File: src/rtl/run_detect_fsm_if.sv
// Serial-line bundle for run_detect_fsm: sample controls in, detector state out.
// hit_count is carried only when RUNDET_HIT_COUNT_EN is defined.
interface run_detect_fsm_if #(
    parameter int LW    = 3,
    parameter int CNT_W = 8
) ();
    logic          en;
    logic          w;
    logic [1:0]    mode;
    logic          retrig;
    logic          z;
    logic          z_val;
    logic [LW-1:0] run_len;
    logic [2:0]    y;
`ifdef RUNDET_HIT_COUNT_EN
    logic [CNT_W-1:0] hit_count;

    modport master (output en, w, mode, retrig,
                    input  z, z_val, run_len, y, hit_count);
    modport slave  (input  en, w, mode, retrig,
                    output z, z_val, run_len, y, hit_count);
`else
    modport master (output en, w, mode, retrig,
                    input  z, z_val, run_len, y);
    modport slave  (input  en, w, mode, retrig,
                    output z, z_val, run_len, y);
`endif
endinterface

File: src/rtl/run_detect_fsm.sv
// Run-length detector: z asserts once RUN_LEN consecutive enabled samples of w match.
// Optional saturating hit counter on the bus when RUNDET_HIT_COUNT_EN is defined.
module run_detect_fsm #(
    parameter int RUN_LEN = 4,
    parameter int CNT_W   = 8
) (
    input logic clk,
    input logic reset,
    run_detect_fsm_if.slave bus
);
    localparam int LW = $clog2(RUN_LEN + 1);
    localparam logic [LW-1:0] LEN_MAX = LW'(RUN_LEN);
    localparam logic [LW-1:0] LEN_ONE = LW'(1);

    typedef enum logic [2:0] {
        IDLE = 3'd0,
        RUN0 = 3'd1,
        RUN1 = 3'd2,
        HIT0 = 3'd3,
        HIT1 = 3'd4
    } state_t;

    state_t        state_q, state_d;
    logic [LW-1:0] len_q, len_d;
    logic          b;
    logic          match;
    logic          b_en;

    function automatic logic pol_enabled(input logic [1:0] m, input logic pol);
        return (m == 2'b00) || (m == 2'b01 && !pol) || (m == 2'b10 && pol);
    endfunction

    function automatic logic reaches_len(input logic [LW-1:0] l);
        logic [LW:0] s;
        s = {1'b0, l} + 1'b1;
        return s >= (LW+1)'(RUN_LEN);
    endfunction

    function automatic logic [LW-1:0] sat_inc(input logic [LW-1:0] l);
        logic [LW:0] s;
        s = {1'b0, l} + 1'b1;
        if (s >= (LW+1)'(RUN_LEN)) return LEN_MAX;
        return s[LW-1:0];
    endfunction

    function automatic logic is_hit(input state_t s);
        return (s == HIT0) || (s == HIT1);
    endfunction

    always_ff @(posedge clk) begin
        if (reset) begin
            state_q <= IDLE;
            len_q   <= '0;
        end else begin
            state_q <= state_d;
            len_q   <= len_d;
        end
    end

    always_comb begin
        state_d = state_q;
        len_d   = len_q;
        b       = (state_q == RUN1) || (state_q == HIT1);
        match   = (bus.w == b);
        b_en    = pol_enabled(bus.mode, b);
        case (state_q)
            IDLE: begin
                if (bus.en) begin
                    state_d = bus.w ? RUN1 : RUN0;
                    len_d   = LEN_ONE;
                end
            end
            RUN0, RUN1: begin
                if (bus.en) begin
                    if (!match) begin
                        state_d = b ? RUN0 : RUN1;
                        len_d   = LEN_ONE;
                    end else if (reaches_len(len_q) && b_en) begin
                        state_d = b ? HIT1 : HIT0;
                        len_d   = LEN_MAX;
                    end else begin
                        len_d = sat_inc(len_q);
                    end
                end
            end
            HIT0, HIT1: begin
                // A breaking sample wins; otherwise a disabled polarity drops
                // back to a saturated run even on en=0 edges.
                if (bus.en && !match) begin
                    state_d = b ? RUN0 : RUN1;
                    len_d   = LEN_ONE;
                end else if (!b_en) begin
                    state_d = b ? RUN1 : RUN0;
                    len_d   = LEN_MAX;
                end else if (bus.en && bus.retrig) begin
                    state_d = b ? RUN1 : RUN0;
                    len_d   = LEN_ONE;
                end
            end
            default: begin
                state_d = IDLE;
                len_d   = '0;
            end
        endcase
    end

    assign bus.z       = is_hit(state_q);
    assign bus.z_val   = (state_q == RUN1) || (state_q == HIT1);
    assign bus.run_len = len_q;
    assign bus.y       = state_q;

`ifdef RUNDET_HIT_COUNT_EN
    logic [CNT_W-1:0] cnt_q;
    logic             hit_entry;

    assign hit_entry = is_hit(state_d) && !is_hit(state_q);

    always_ff @(posedge clk) begin
        if (reset) begin
            cnt_q <= '0;
        end else if (hit_entry && (cnt_q != {CNT_W{1'b1}})) begin
            cnt_q <= cnt_q + 1'b1;
        end
    end

    assign bus.hit_count = cnt_q;
`endif
endmodule
File: src/flat_wrapper.sv
// flat-port wrapper written by rule: the top's interface ports become plain ports
module run_detect_fsm_flat 
#(
    parameter int RUN_LEN = 4,
    parameter int CNT_W   = 8
)
  (clk, reset, bus_en, bus_w, bus_mode, bus_retrig, bus_z, bus_z_val, bus_run_len, bus_y);
  run_detect_fsm_if #(.CNT_W(CNT_W)) bus_i ();
  input logic clk;
  input logic reset;
  input wire logic [$bits(bus_i.en)-1:0] bus_en;
  input wire logic [$bits(bus_i.w)-1:0] bus_w;
  input wire logic [$bits(bus_i.mode)-1:0] bus_mode;
  input wire logic [$bits(bus_i.retrig)-1:0] bus_retrig;
  output wire logic [$bits(bus_i.z)-1:0] bus_z;
  output wire logic [$bits(bus_i.z_val)-1:0] bus_z_val;
  output wire logic [$bits(bus_i.run_len)-1:0] bus_run_len;
  output wire logic [$bits(bus_i.y)-1:0] bus_y;
  assign bus_i.en = bus_en;
  assign bus_i.w = bus_w;
  assign bus_i.mode = bus_mode;
  assign bus_i.retrig = bus_retrig;
  assign bus_z = bus_i.z;
  assign bus_z_val = bus_i.z_val;
  assign bus_run_len = bus_i.run_len;
  assign bus_y = bus_i.y;
  run_detect_fsm #(.RUN_LEN(RUN_LEN), .CNT_W(CNT_W)) u_core (.clk(clk), .reset(reset), .bus(bus_i));
endmodule
File: config.mk
export PLATFORM = sky130hd
export DESIGN_NAME = run_detect_fsm_flat
export DESIGN_NICKNAME = d
export VERILOG_FILES = /design/src/rtl/run_detect_fsm_if.sv /design/src/rtl/run_detect_fsm.sv /design/src/flat_wrapper.sv
export SDC_FILE = /design/constraint.sdc
export NUM_CORES = 1
export LEC_CHECK = 0
export ABC_AREA = 1
export BUFFER_PORTS_ARGS = -buffer_cell sky130_fd_sc_hd__buf_2
export CAP_MARGIN = 20
export CORE_AREA = 2 2 39 41
export DETAILED_ROUTE_END_ITERATION = 10
export DIE_AREA = 0 0 41 43
export GPL_TIMING_DRIVEN = 0
export PLACE_DENSITY = 0.75
export SLEW_MARGIN = 0
export SYNTH_ARGS = -nofsm -noshare
export SYNTH_HDL_FRONTEND = slang
export SYNTH_SLANG_ARGS = --single-unit
File: constraint.sdc
create_clock -name clk -period 2.9 [get_ports clk]
set_clock_uncertainty 0.1 [all_clocks]
set_input_delay 0.29 -clock clk [delete_from_list [all_inputs] [get_ports clk]]
set_output_delay 0.29 -clock clk [all_outputs]
set_load 0.1 [all_outputs]
# Word level (Yosys, flattened, before mapping)
# Cells that the tools add are included.
word_totals:
  regBits: 6
  input_bits: 7
op_classes:
  addsub: 1
  n_lt_le_gt_ge: 1
  n_eq_ne: 11
  mux: 27
  n_reduce_logical: 17
ops:
  columns: ["cell", "n"]
  rows:
  - ["2-to-1 mux 3 bit", 17]
  - ["one-hot mux 3 bit (3 select lines)", 2]
  - ["== test 3 x 2 -> 1 bit (second input constant)", 2]
  - ["2-to-1 mux 2 bit", 3]
  - ["logical AND 1 bit", 5]
  - ["2-to-1 mux 1 bit", 5]
  - ["adder 3 x 1 -> 4 bit (second input constant)", 1]
  - ["greater-or-equal comparator 4 x 3 -> 1 bit (second input constant)", 1]
  - ["logical OR 1 bit", 4]
  - ["!= test 2 bit (second input constant)", 2]
  - ["!= test 4 bit (second input constant)", 1]
  - ["AND reduction 4 bit", 1]
  - ["OR reduction 2 bit", 2]
  - ["== test 3 x 1 -> 1 bit (second input constant)", 1]
  - ["== test 3 bit (second input constant)", 1]
  - ["logical NOT 3 bit", 1]
  - ["!= test 3 bit (second input constant)", 1]
  - ["AND reduction 3 bit", 1]
  - ["== test 2 x 1 -> 1 bit (second input constant)", 1]
  - ["== test 2 bit (second input constant)", 1]
  - ["logical NOT 1 bit", 2]
  - ["logical NOT 2 bit", 1]
  - ["== test 1 bit", 1]

# Longest topological paths before layout
# Gate-level depths: netlist of run 1.
depth:
  word_depth: 16
  ltp_mapped: 13
  mapped_depth_nobuf: 13

# Worst setup path after synthesis of run 1
# OpenSTA, ideal clock, no wires.
synth_path:
  kind: "register -> register"
  from: "register u_core.state_q[2] (netlist: u_core.bus.y[2])"
  to: "register u_core.state_q[0] (netlist: u_core.bus.y[0])"
  setup_time_ns: 0.114
  arrival_time_ns: 3.170
  t_required_ns: 2.686
  path_slack_ns: -0.484
  path_stages_with_launch: 14
  n_path_buf: 0
  cell_sequence: "dfxtp_1 inv_2 nand2_4 nand3_4 inv_1 ha_1 nand2_1 nand2_1 nor2_8 nand2_4 nand3_1 nand2_1 nand2_1 nor2_2"
synth_via:
  elab_chain_cells: 9
synth_rtl:
  columns: ["item", "line_no", "source"]
  rows:
  - ["start: declaration", "run_detect_fsm.sv:23", "state_t state_q, state_d;"]
  - ["start signal: assignment", "run_detect_fsm.sv:55", "state_q <= state_d;"]
  - ["== test 3 x 2 -> 1 bit / == test 3 bit (equally long branches)", null, null]
  - ["logical OR 1 bit (*)", null, null]
  - ["via bus_z_val", "flat_wrapper.sv:16", "output wire logic [$bits(bus_i.z_val)-1:0] bus_z_val;"]
  - ["logical NOT 1 bit", "run_detect_fsm.sv:30", "return (m == 2'b00) || (m == 2'b01 && !pol) || (m == 2'b10 && pol);"]
  - ["logical AND 1 bit", "run_detect_fsm.sv:30", null]
  - ["logical OR 1 bit (2 in a row)", "run_detect_fsm.sv:30", null]
  - ["2-to-1 mux 3 bit / logical AND 1 bit (equally long branches)", "run_detect_fsm.sv:92, run_detect_fsm.sv:78", null]
  - ["2-to-1 mux 3 bit / != test 3 bit (equally long branches)", null, null]
  - ["one-hot mux 3 bit (3 select lines) / AND reduction 4 bit (equally long branches)", null, null]
# Mark *: on every way through the listed nets, which the timed path passes. The rest lies on a longest branch. The select of a mux whose other input is x is not followed.
# A chain may end at the register's enable or synchronous reset.

# Final worst setup path of run 1
layout_path:
  from: "register u_core.state_q[1] (netlist: u_core.bus.y[1])"
  to: "register u_core.len_q[1] (netlist: u_core.bus.run_len[1])"
layout_via:
  elab_chain_cells: 11
layout_rtl:
  columns: ["item", "line_no", "source"]
  rows:
  - ["== test 3 x 2 -> 1 bit / == test 3 bit (equally long branches)", "run_detect_fsm.sv:63, run_detect_fsm.sv:66", null]
  - ["logical OR 1 bit", "run_detect_fsm.sv:63", "b = (state_q == RUN1) || (state_q == HIT1);"]
  - ["logical NOT 1 bit", "run_detect_fsm.sv:30", null]
  - ["logical AND 1 bit", "run_detect_fsm.sv:30", null]
  - ["logical OR 1 bit (2 in a row)", "run_detect_fsm.sv:30", null]
  - ["logical AND 1 bit", "run_detect_fsm.sv:78", "end else if (reaches_len(len_q) && b_en) begin"]
  - ["2-to-1 mux 3 bit", "run_detect_fsm.sv:78", null]
  - ["2-to-1 mux 3 bit", "run_detect_fsm.sv:75", "if (!match) begin"]
  - ["2-to-1 mux 3 bit", "run_detect_fsm.sv:74", "if (bus.en) begin"]
  - ["one-hot mux 3 bit (3 select lines)", "run_detect_fsm.sv:66", "case (state_q)"]
  - ["end signal: assignment", "run_detect_fsm.sv:56", "len_q <= len_d;"]
  - ["end: declaration", "run_detect_fsm.sv:24", "logic [LW-1:0] len_q, len_d;"]
# Parallel ways exist; a longest one is shown, timed or not. The select of a mux whose other input is x is not followed.

==> results of run 1 <==
==> flip-flops by register name, summed over array words and instances (netlist names) <==
| register | count |
|---|---|
| u_core.bus.run_len | 3 |
| u_core.bus.y | 3 |
==> logic make-up (layout without fill, tap and decap cells) <==
family / Yosys count / after routing
flip-flops: 6 / 6
adder cells (fa/ha/maj): 2 / 2
buffers and inverters: 16 / 34
AND/OR/NAND/NOR: 65 / 65
AO/OA/AOI/OAI: 9 / 9
==> synthesized netlist by cell type, types with 2 or more instances <==
master,count,area share
nand2_4,5,0.088
inv_2,4,0.023
ha_1,2,0.039
nor2_1,10,0.058
nor2_2,3,0.029
nand3_1,9,0.070
nand2_2,3,0.029
nand2_1,28,0.16
nand4_1,2,0.019
a21oi_1,6,0.047
inv_1,12,0.070
dfxtp_1,6,0.19
==> critical path, delay by kind of cell (launching register included) <==
kind                     cells  cell delay [ns]
AO/OA/AOI/OAI                2             0.33
flip-flops                   1             0.37
adder cells (fa/ha/maj)      1             0.38
AND/OR/NAND/NOR              6             0.81
buffers and inverters        1             0.11
==> worst min path at each step <==
stage	from	slack, ns	to	cells past startpoint
2_1_floorplan	reset	0.26	u_core.bus.run_len[0]	1
3_5_place_dp	reset	0.40	u_core.bus.run_len[2]	2
4_1_cts	reset	0.15	u_core.bus.run_len[2]	2
6_report	reset	0.15	u_core.bus.run_len[2]	2
3_3_place_gp	u_core.bus.run_len[1]	0.39	u_core.bus.run_len[1]	2
5_1_grt	reset	0.15	u_core.bus.run_len[0]	2
==> metal layers <==
metal	up-vias	routed length, um	track usage
li1	349	-	-
met1	292	615	0.212
met2	13	661	0.281
met3	0	74	0.0785
met4	0	0	0.0200
met5	-	0	0
==> cell type report <==
class                   count  area (um2)
clock buffers               4        26.3
fillers                   147         609
inverters                  16        63.8
multi-input cells          76         463
flip-flops and latches      6         131
well taps                  16        20.0
repair buffers             14        70.1
==> through the flow <==
stage | hold slack (ns) | cells | cell area, um2
floorplan | 0.259 | 98 | 658
global placement | 0.391 | 128 | 748
detailed placement | 0.401 | 128 | 748
CTS | 0.146 | 132 | 774
global route | 0.153 | 132 | 774
finish | 0.155 | 132 | 774
==> flow_metrics.tcl, run 1 <==
set metrics [dict create \
    status "completed" \
    fin_crit_sh 0.756 \
    setup_viol 0 \
    cts_sinks 6 \
    cts_made_buffers 3 \
    ys_seq_elements 6 \
    yosys_warnings 0 \
    first_pass_iters 2 \
    cts_root_buf "clkbuf_4" \
    max_stage_delay_ns 0.38 \
    period_minus_slack_ns 2.19 \
    die_h_um 43 \
    critPathCaptureType "flip-flop" \
    startpoint "u_core.bus.y[1]" \
    utilization 0.560 \
    synth_top_family_by_area "simple AND/OR/NAND/NOR gates" \
    synth_edf_count 0 \
    antenna_found_initial 0 \
    worstPathCellList "nand2_1, nand3_4, clkinvlp_4, ha_1, nand2_1, nand2_1, nor2_8, a21oi_4, nand3_1, a21oi_1" \
    antenna_left 0 \
    max-slew-margin-rel 0.679 \
    path_clk_slew_ns 0.05 \
    synthAdderAreaFrac 0.0389 \
    synth-xor-area-share 0 \
    synth-compound-area-share 0.109 \
    grt_pass1_wl_um 2100 \
    postCtsSetupBuffers 0 \
    synth_area_per_cell_um2 6.56 \
    die_area_um2 1760 \
    cp_max_fo 6 \
    synthMuxAreaShare 0 \
    via_per_inst 4.95 \
    cts_resized 0 \
    synthCells 98 \
    layout_common_cells "nand2_1, buf_2, inv_1" \
    path_class "flip-flop to flip-flop" \
    nets 126 \
    rows 14 \
    reg2reg_from "u_core.bus.y[1]" \
    rsz0062_at_grt "false" \
    grt_pass1_vias 532 \
    syn_area_um2 643 \
    post_route_cells_drive_above_1_share 0.362 \
    h-tree-depth 1 \
    wl_per_cell_um 10.2 \
    crit_path_end "u_core.bus.run_len[1]" \
    synth_cell_types 20 \
    cpMaxStageDelayCell "ha_1" \
    hold_viol 0 \
    ff2ff_setup_slack_ns 0.71 \
    finalMaxSlewViolations 0 \
    grt_max_degree 7 \
    clk_path_buf_depth 2 \
    synthSimpleGateAreaFrac 0.572 \
    r2r-end "u_core.bus.run_len[1]" \
    post-dp-hpwl_um 1170 \
    totalWireLength_um 1350 \
    core_um2 1380 \
    setup_ws_ns 0.709 \
    fmax_mhz 456 \
    route.detailed.drc 0 \
    vias 654 \
    crit_top_cell "nand2_1" \
    r2r_cells 10 \
    tns_ns 0 \
    worstPathRequired_ns 2.96 \
    ys.flop_type "dfxtp_1" \
    routabilityCongestion 0.751 \
    overflow 0 \
    hp-class "input port to flip-flop" \
    cap_viol_max_count 0 \
    start_util 0.465 \
    io_buffers 14 \
    cp-start-kind "flip-flop" \
    tightest_slew_ns 0.484 \
    ioPinCount 15 \
    drt_iter0_drc 3 \
    cp.arrival_ns 2.25 \
    gr-usage-all-layers 0.174 \
    async_reset_ff_frac 0 \
    antenna_cells 0 \
    worstSkewPairLatency_ns 0.25 \
    area_delta_synth_final_pct 20.4 \
    cts_tree "yes" \
    dieWidth_um 41 \
    post-place-ws_ns 0.718 \
    final_common_cell "nand2_1" \
    seq_area_frac_synth 0.187 \
    synth_nets 107 \
    ctsHoldBuffers 0 \
]
Power of run 1 is left out: the tool's default activity adds up to more than one toggle a clock period on the data nets, which glitch-free logic cannot reach.
==> run 2, diff against run 1 <==
--- a/config.mk
+++ b/config.mk
@@ -8,9 +8,9 @@
 export ABC_AREA = 1
 export BUFFER_PORTS_ARGS = -buffer_cell sky130_fd_sc_hd__buf_2
 export CAP_MARGIN = 20
-export CORE_AREA = 2 2 39 41
+export CORE_MARGIN = 2
+export CORE_UTILIZATION = 46
 export DETAILED_ROUTE_END_ITERATION = 10
-export DIE_AREA = 0 0 41 43
 export GPL_TIMING_DRIVEN = 0
 export PLACE_DENSITY = 0.75
 export SLEW_MARGIN = 0
==> constraint.sdc (replaced) <==
create_clock -name clk -period 2 [get_ports clk]
set_clock_uncertainty 0.1 [all_clocks]
set_input_delay 0.2 -clock clk [delete_from_list [all_inputs] [get_ports clk]]
set_output_delay 0.2 -clock clk [all_outputs]
set_load 0.1 [all_outputs]
==> run 2 against run 1 <==
- final area up 6.6%
- fmax is 18% higher
- sequential cell count unchanged
- worst hold slack got worse by 0.091 ns
- critical path depth increased by 2
- count of clock-buffer cells in the layout did not move
- critical path type unchanged
- largest cell class unchanged
- highest routed layer unchanged
==> flow_metrics.tcl, run 2 (same netlist as run 1, synthesis figures left out) <==
set metrics [dict create \
    grt_util_met3 0.0160 \
    path_class "flip-flop to flip-flop" \
    path_clk_slew_ns 0.05 \
    fin_crit_sh 0.926 \
    ioPinCount 15 \
    route.detailed.drc 0 \
    final_common_cell "nand2_1" \
    die_h_um 41.4 \
    hold_viol 0 \
    antenna_left 0 \
    cp.arrival_ns 1.89 \
    io_buffers 14 \
    cts_tree "yes" \
    max-slew-margin-rel 0.680 \
    vias 628 \
    cts_made_buffers 3 \
    antenna_found_initial 0 \
    whs_path_depth 2 \
    postLayoutCellArea_um2 826 \
    layout_common_cells "nand2_1, buf_2, inv_1, nor2_1" \
    gr-usage-met2 0.301 \
    first_pass_iters 4 \
    dpl-instance-area_um2 792 \
    die_area_um2 1710 \
    grt.busiest_layer "met2" \
    nets 127 \
    fin_cells 132 \
    worstSkewPairLatency_ns 0.24 \
    cts_sinks 6 \
    via_per_inst 4.76 \
    core_um2 1300 \
    grt_pass1_vias 503 \
    overflow 0 \
    status "completed" \
    finalMaxSlewViolations 0 \
    rsz0062_at_grt "false" \
    post-dp-hpwl_um 1140 \
    setup_viol 0 \
    drt_iter0_drc 9 \
    period_minus_slack_ns 1.85 \
    worstPathCellList "inv_4, nand2_4, nand3_4, clkinvlp_4, ha_4, nand2_4, nand2_4, nor2_8, a21oi_4, nand3_1, nand2_1, nor2_1" \
    tightest_slew_ns 0.484 \
    worstPathRequired_ns 2.03 \
    cts_resized 0 \
    postCtsSetupBuffers 0 \
    area_delta_synth_final_pct 28.4 \
    gr-usage-all-layers 0.175 \
    totalWireLength_um 1310 \
    cp-start-kind "flip-flop" \
    grt_pass1_wl_um 1970 \
    max_stage_delay_ns 0.36 \
    use_met1 0.223 \
    crit_top_cell "nand2_4" \
    wl_per_cell_um 9.91 \
    routabilityCongestion 0.771 \
    antenna_cells 0 \
    start_util 0.494 \
    rows 13 \
    post_route_cells_drive_above_1_share 0.419 \
    placed_cells 127 \
    cp.depth 12 \
    grt_max_degree 7 \
    fmax_mhz 540 \
    cts_root_buf "clkbuf_4" \
    hp-class "input port to flip-flop" \
    r2r_cells 12 \
    h-tree-depth 1 \
    path_buf_inv 2 \
    cap_viol_max_count 0 \
    cpMaxStageDelayCell "dfxtp_4" \
    crit_family "simple AND/OR/NAND/NOR gates" \
    cp_max_fo 6 \
    ctsHoldBuffers 0 \
    critPathCaptureType "flip-flop" \
    clk_path_buf_depth 2 \
    dieWidth_um 41.4 \
]
run 2: cell count changes in the layout (fill, tap and decap cells not counted), sizes merged:
cell,previous run,this run
buf,14,15
run 2: worst paths after layout:
path | startpoint | to | slack (ns)
setup / recovery | u_core.bus.y[2] | u_core.bus.y[1] | 0.15
setup reg to reg | u_core.bus.y[2] | u_core.bus.y[1] | 0.15
hold reg to reg | u_core.bus.run_len[1] | u_core.bus.run_len[1] | 0.40
hold / removal | reset | u_core.bus.run_len[1] | 0.06
run 2: final cells by class:
| class | count | area (um2) |
|---|---|---|
| clock buffer | 4 | 26.3 |
| fill | 117 | 475 |
| inverter | 16 | 68.8 |
| multi-input combinational | 76 | 503 |
| sequential | 6 | 131 |
| tap | 15 | 18.8 |
| timing repair buffer | 15 | 77.6 |
run 2: layer usage:
layer,vias up,part of all wire
li1,353,-
met1,267,0.49
met2,8,0.48
met3,0,0.028
met4,0,0
met5,-,0
run 2: per-stage QoR:
step / TNS, ns / utilization / setup WS (ns) / hold slack [ns]
floorplan: -2.72 / - / -0.467 / 0.169
global placement: 0 / 0.609 / 0.119 / 0.306
detailed placement: 0 / 0.609 / 0.0780 / 0.311
CTS: 0 / 0.629 / 0.0733 / 0.0609
global route: 0 / 0.635 / 0.0322 / 0.0569
finish: 0 / 0.635 / 0.147 / 0.0634
run 2: worst reg2reg max path, stage by stage (launching register included):
cell,delay (ns)
dfxtp_4,0.36
inv_4,0.09
nand2_4,0.08
nand3_4,0.09
clkinvlp_4,0.12
ha_4,0.32
nand2_4,0.07
nand2_4,0.09
nor2_8,0.05
a21oi_4,0.17
nand3_1,0.10
nand2_1,0.07
nor2_1,0.03
Power of run 2 is left out for the same reason.
